**config.mk**
```make
export PLATFORM = sky130hd
export DESIGN_NAME = ring_slot_ctrl
export DESIGN_NICKNAME = d
export VERILOG_FILES = /design/src/rtl/ring_pkg.sv /design/src/rtl/onehot_enc.sv /design/src/rtl/ring_slot_ctrl.sv
export SDC_FILE = /design/constraint.sdc
export NUM_CORES = 1
export LEC_CHECK = 0
export ABC_CLOCK_PERIOD_IN_PS = 1750
export BUFFER_PORTS_ARGS = -buffer_cell sky130_fd_sc_hd__buf_2
export CAP_MARGIN = 20
export CORE_ASPECT_RATIO = 1.5
export CORE_MARGIN = 2
export CORE_UTILIZATION = 47
export CTS_CLUSTER_DIAMETER = 120
export CTS_CLUSTER_SIZE = 40
export DETAILED_ROUTE_END_ITERATION = 12
export GPL_TIMING_DRIVEN = 0
export HOLD_SLACK_MARGIN = 0.12
export PLACE_DENSITY = 0.84
export REMOVE_ABC_BUFFERS = 1
export SLEW_MARGIN = 20
export SYNTH_ARGS = -nofsm -noshare
export SYNTH_HDL_FRONTEND = slang
export SYNTH_SLANG_ARGS = --single-unit
```
**constraint.sdc**
```tcl
create_clock -name clk -period 1.75 [get_ports clk]
set_clock_uncertainty 0.1 [all_clocks]
set_input_delay 0.175 -clock clk [delete_from_list [all_inputs] [get_ports clk]]
set_output_delay 0.175 -clock clk [all_outputs]
set_load 0.02 [all_outputs]
```
**src/rtl/ring_pkg.sv**
```systemverilog
// Shared definitions for ring-sequence consumers: FSM states, default sizes,
// and the rotate-right step that defines the legal ring progression.
package ring_pkg;

    localparam int N_DEF     = 4;
    localparam int CNT_W_DEF = 8;
    localparam int MAX_N     = 32;

    typedef enum logic [1:0] {
        SYNC  = 2'd0,
        RUN   = 2'd1,
        FAULT = 2'd2
    } state_e;

    // Rotate the low n bits of v right by one; bit 0 wraps into bit n-1.
    function automatic logic [MAX_N-1:0] rotr(input logic [MAX_N-1:0] v, input int n);
        logic [MAX_N-1:0] w_wrap;
        w_wrap = {{(MAX_N-1){1'b0}}, v[0]};
        return (v >> 1) | (w_wrap << (n - 1));
    endfunction

endpackage

```
**src/rtl/onehot_enc.sv**
```systemverilog
// One-hot checker/encoder: flags exactly-one-set and gives the binary index.
// Latency: combinational. Backpressure: none.
module onehot_enc #(
    parameter int N = 4
) (
    input  logic [N-1:0]         i_vec,
    output logic                 o_legal,
    output logic [$clog2(N)-1:0] o_idx
);
    localparam int IDX_W = $clog2(N);
    localparam int CW    = $clog2(N + 1);

    logic [CW-1:0] w_cnt;

    // OR-ing indices is only meaningful when o_legal is set.
    always_comb begin
        w_cnt = '0;
        o_idx = '0;
        for (int i = 0; i < N; i++) begin
            if (i_vec[i]) begin
                w_cnt = w_cnt + CW'(1);
                o_idx = o_idx | IDX_W'(i);
            end
        end
    end

    assign o_legal = (w_cnt == CW'(1));

endmodule

```
**src/rtl/ring_slot_ctrl.sv**
```systemverilog
// Turns the one-hot ring phase into a registered per-slot grant, counts rotations,
// and traps broken ring sequences. Latency: one cycle. Backpressure: none (req is a level).
module ring_slot_ctrl
    import ring_pkg::*;
#(
    parameter int N     = N_DEF,
    parameter int CNT_W = CNT_W_DEF
) (
    input  logic                 clk,
    input  logic                 rst,
    input  logic [N-1:0]         phase,
    input  logic [N-1:0]         req,
    input  logic                 clr_err,
    output logic [N-1:0]         gnt,
    output logic [$clog2(N)-1:0] slot_idx,
    output logic                 slot_vld,
    output logic [CNT_W-1:0]     rot_cnt,
    output logic                 err
);
    localparam int           IDX_W = $clog2(N);
    localparam logic [N-1:0] MSB   = {1'b1, {(N-1){1'b0}}};

    state_e             r_state, w_state_nxt;
    logic [N-1:0]       r_prev;
    logic [N-1:0]       r_gnt, w_gnt_nxt;
    logic [IDX_W-1:0]   r_idx, w_idx_nxt;
    logic               r_vld, w_vld_nxt;
    logic [CNT_W-1:0]   r_rot, w_rot_nxt;
    logic               r_err, w_err_nxt;

    logic               w_legal;
    logic [IDX_W-1:0]   w_idx;
    logic [N-1:0]       w_exp;

    onehot_enc #(.N(N)) u_enc (
        .i_vec   (phase),
        .o_legal (w_legal),
        .o_idx   (w_idx)
    );

    assign w_exp = N'(rotr(MAX_N'(r_prev), N));

    always_ff @(posedge clk or negedge rst) begin
        if (!rst) begin
            r_state <= SYNC;
            r_prev  <= '0;
            r_gnt   <= '0;
            r_idx   <= '0;
            r_vld   <= 1'b0;
            r_rot   <= '0;
            r_err   <= 1'b0;
        end else begin
            r_state <= w_state_nxt;
            r_prev  <= phase;
            r_gnt   <= w_gnt_nxt;
            r_idx   <= w_idx_nxt;
            r_vld   <= w_vld_nxt;
            r_rot   <= w_rot_nxt;
            r_err   <= w_err_nxt;
        end
    end

    // Grant defaults to zero so any non-RUN outcome, including a fault, blocks it.
    always_comb begin
        w_state_nxt = r_state;
        w_gnt_nxt   = '0;
        w_vld_nxt   = 1'b0;
        w_idx_nxt   = r_idx;
        w_rot_nxt   = r_rot;
        w_err_nxt   = r_err;
        case (r_state)
            SYNC: begin
                if (phase == MSB) begin
                    w_state_nxt = RUN;
                    w_gnt_nxt   = phase & req;
                    w_vld_nxt   = 1'b1;
                    w_idx_nxt   = w_idx;
                    w_rot_nxt   = '0;
                end
            end
            RUN: begin
                if (w_legal && (phase == w_exp)) begin
                    w_gnt_nxt = phase & req;
                    w_vld_nxt = 1'b1;
                    w_idx_nxt = w_idx;
                    if (phase == MSB) begin
                        w_rot_nxt = r_rot + CNT_W'(1);
                    end
                end else begin
                    w_state_nxt = FAULT;
                    w_err_nxt   = 1'b1;
                end
            end
            FAULT: begin
                if (clr_err) begin
                    w_state_nxt = SYNC;
                    w_err_nxt   = 1'b0;
                end
            end
            default: begin
                w_state_nxt = SYNC;
            end
        endcase
    end

    assign gnt      = r_gnt;
    assign slot_idx = r_idx;
    assign slot_vld = r_vld;
    assign rot_cnt  = r_rot;
    assign err      = r_err;

endmodule

```
==> flow_summary.yaml <==
global_routing:
  antenna_found_initial: 0
  grtUsageTotal: 0.224
  grt_pass1_wl_um: 4980
  grt_start_max_net_pins: 23
  via_count_of_the_first_global_routing_pass: 1124
  grt.overflow.total: 0
sta:
  maxSlewHeadroom: 0.667
  rsz0062_at_grt: "true"
  worst_pin_slew_ns: 0.500
  final_worst_path_period_need_ns: 2.04
  slew_violations: 0
  setup_viol_count_final: 18
  finalHoldViolations: 0
  timing.final.ws_setup_ns: -0.287
  fmax_mhz: 491
  layout_worst_path_cycle_share: 1.16
synth:
  synth_seq_cells: 22
  synth-warning-count: 0
  post_synth_inst_count: 117
  seq_area_frac_synth: 0.463
  synth_edf_count: 0
  postSynth.topFlopCell: "dfrtp_1"
  mean_instance_size_in_the_synthesized_netlist_sq_um: 10.2
  count_of_cell_types_in_the_netlist: 35
  syn-cell-area_sq_um: 1190
  asyncSetResetFlopFracSynth: 1.00
power:
  p_leak_nw: 0.818
  irDropWorstVdd_v: 0.000507
  power.density_nw_per_um2: 677
setup_path:
  critical_path.slowest_cell: "a221oi_4"
  cpLargestDelayFamily: "compound AO/OA/AOI/OAI gates"
  worstRegToRegCells: 7
  crit-reg2reg-capture: "gnt[1]"
  criticalPathCategory: "input port to flip-flop"
  worst-endpoint-required_ns: 1.90
  critical-path-max-stage-delay_ns: 0.32
  worstReg2RegStart: "r_prev[0]"
  most_common_cell_on_crit_path: "ha_4"
  critical_path_peak_fanout: 4
  timing.critical_path.to_type: "flip-flop"
  crit_chain: "buf_8 -> inv_4 -> ha_4 -> xor2_4 -> ha_4 -> and4_1 -> o21ai_2 -> a221oi_4 -> buf_6 -> buf_16 -> a21o_1 -> and3_4"
  reg_to_reg_slack_setup_ns: -0.15
  worstPathBufferInverterCount: 4
  crit_path_start_kind: "input port"
  critical_path_cell_count: 12
  worst-endpoint-arrival_ns: 2.19
drt:
  drtIter0Drc: 73
  drc: 0
  post_drt_wl_per_cell_um: 17.1
  viasPerCell: 5.91
  postRouteAntennaNets: 0
  detailedRoute.firstPassIterationCount: 6
  postRouteWirelength_um: 3260
  via_count: 1123
layout:
  finish.instance_area_sq_um: 1700
  number_of_antenna_repair_diodes: 0
  multiInputGateArea_sq_um: 672
  fillCellCount: 173
  seqCellArea_sq_um: 551
  areaGrowthSynthToFinish_pct: 43.4
  drive_above_1_share: 0.404
  final_net_count: 183
clocking:
  clock_sink_count: 22
  insertion_delay_ns: 0.30
  worst_setup_hold_path_clk_slew_ns: 0.12
  ctsLongestPathBuffers: 2
  tritoncts: "yes"
  cts_htree_levels: 1
  cts-buffers-inserted: 3
  root_buffer: "clkbuf_4"
die:
  floorplan.die.width_um: 45.1
  die_h_um: 65.6
  start_util: 0.491
  core_sq_um: 2420
  floorplan.rows: 22
  die_area_sq_um: 2960
  ioPinCount: 27
run:
  max-cap-violations: 0
placement:
  place.gp.congestion: 0.771
  buffer_ports.inserted: 26
  dp_slack_ns: -1.15
  postPlaceCellArea_sq_um: 1320
  dp_hpwl_um: 1830
worst_hold_path:
  hold_path_class: "input port to flip-flop"
  startpoint_of_the_worst_hold_path: "phase[0]"
  hold_path_depth: 3
  holdPathEnd: "gnt[0]"
run_status:
  violations: "setup timing"
  status: "finished, violations left"
==> metrics by stage <==
step	power (W)	utilization	instances	hold WS, ns	TNS [ns]
4_1_cts	0.00111	0.673	186	0.0291	-4.11
2_1_floorplan	0.000740	-	113	-0.221	-9.17
6_report	0.00115	0.704	190	0.138	-3.85
3_5_place_dp	0.000834	0.544	163	0.0648	-18.23
5_1_grt	0.00120	0.704	190	0.139	-4.63
3_3_place_gp	0.000820	0.544	163	0.0603	-16.01
==> cell families (layout without fill, tap and decap cells) <==
kind of cell | count (synthesis) | count (layout) | share of synthesized area
simple gates | 53 | 53 | 0.224
compound gates | 27 | 27 | 0.189
flops | 22 | 22 | 0.463
buf+inv | 7 | 56 | 0.0358
fa+ha+maj | 4 | 4 | 0.0421
xor+xnor | 4 | 4 | 0.0453
==> sequential cells by signal (all words and copies together), names as in the netlist <==
register and count:
rot_cnt 8, err 1, r_prev 4, gnt 4
slot_idx 2, r_state 2, slot_vld 1
==> cell usage in the layout (no fill, tap or decap), types with 3 or more instances in the layout <==
master,Yosys,routed
a31o_2,3,3
nor2_1,12,11
nand3_1,4,3
nand2_1,16,15
nand4_1,3,3
buf_4,0,8
and3_1,5,4
buf_6,2,4
a21o_1,3,3
xnor2_1,3,3
dlygate4sd3_1,0,10
dfrtp_1,22,22
buf_2,1,23
a32o_1,3,3
clkbuf_4,0,4
==> worst reg2reg max path: stages, from the launching register on <==
cell and delay (ns):
dfrtp_1 0.41, xnor2_1 0.16, o2111ai_1 0.22, a221oi_4 0.33, buf_6 0.16, buf_16 0.10, a21o_1 0.18, and3_4 0.19
==> synthesized netlist by cell type (2+ instances only) <==
| library cell | instances | share of area |
|---|---|---|
| a211oi_1 | 2 | 0.013 |
| a21o_1 | 3 | 0.019 |
| a21oi_1 | 4 | 0.017 |
| a22o_1 | 2 | 0.015 |
| a31o_1 | 2 | 0.015 |
| a31o_2 | 3 | 0.022 |
| a32o_1 | 3 | 0.025 |
| and2_1 | 2 | 0.011 |
| and3_1 | 5 | 0.026 |
| buf_6 | 2 | 0.019 |
| dfrtp_1 | 22 | 0.46 |
| ha_1 | 4 | 0.042 |
| inv_1 | 3 | 0.0095 |
| nand2_1 | 16 | 0.051 |
| nand3_1 | 4 | 0.017 |
| nand4_1 | 3 | 0.016 |
| nor2_1 | 12 | 0.038 |
| nor2b_1 | 3 | 0.016 |
| nor3_1 | 2 | 0.0084 |
| nor3b_1 | 2 | 0.013 |
| o21ai_0 | 2 | 0.0084 |
| xnor2_1 | 3 | 0.022 |
==> power breakdown <==
group | leakage [nW] | total (W) | internal [W] | switching, W
combinational | 0.524 | 0.000330 | 0.000156 | 0.000174
sequential | 0.280 | 0.000595 | 0.000549 | 0.0000461
clock | 0.0138 | 0.000229 | 0.0000802 | 0.000149
total | 0.818 | 0.00115 | 0.000785 | 0.000369
==> layer usage <==
metal | GRT usage | vias up | part of all wire
met5 | 0 | - | 0
li1 | - | 525 | -
met1 | 0.268 | 547 | 0.40
met4 | 0.0551 | 0 | 0.018
met3 | 0.0302 | 6 | 0.049
met2 | 0.405 | 45 | 0.54
==> repair_timing <==
action                     4_1_cts  5_1_grt
gates cloned                     2        0
hold endpoints to repair        32        1
setup endpoints to repair       18       18
pin swaps                        4       12
setup buffers                    9        4
hold buffers                     9        1
gates resized for setup         21       15
==> cell type report <==
cell class                      count  share of cell area
Multi-Input combinational cell     88               0.394
Sequential cell                    22               0.323
Timing Repair Buffer               50               0.242
Tap cell                           24              0.0176
Clock buffer                        3              0.0132
Inverter                            3             0.00954
==> worst max path at each step <==
stage               startpoint          to  slack (ns)
CTS                   phase[0]  rot_cnt[7]       -0.29
finish                phase[0]      gnt[1]       -0.29
global placement      phase[1]  rot_cnt[0]       -1.04
global route          phase[0]      gnt[1]       -0.34
floorplan             phase[0]  rot_cnt[0]       -0.63
detailed placement    phase[1]  rot_cnt[0]       -1.15
Power figures use the tool's default switching activity.
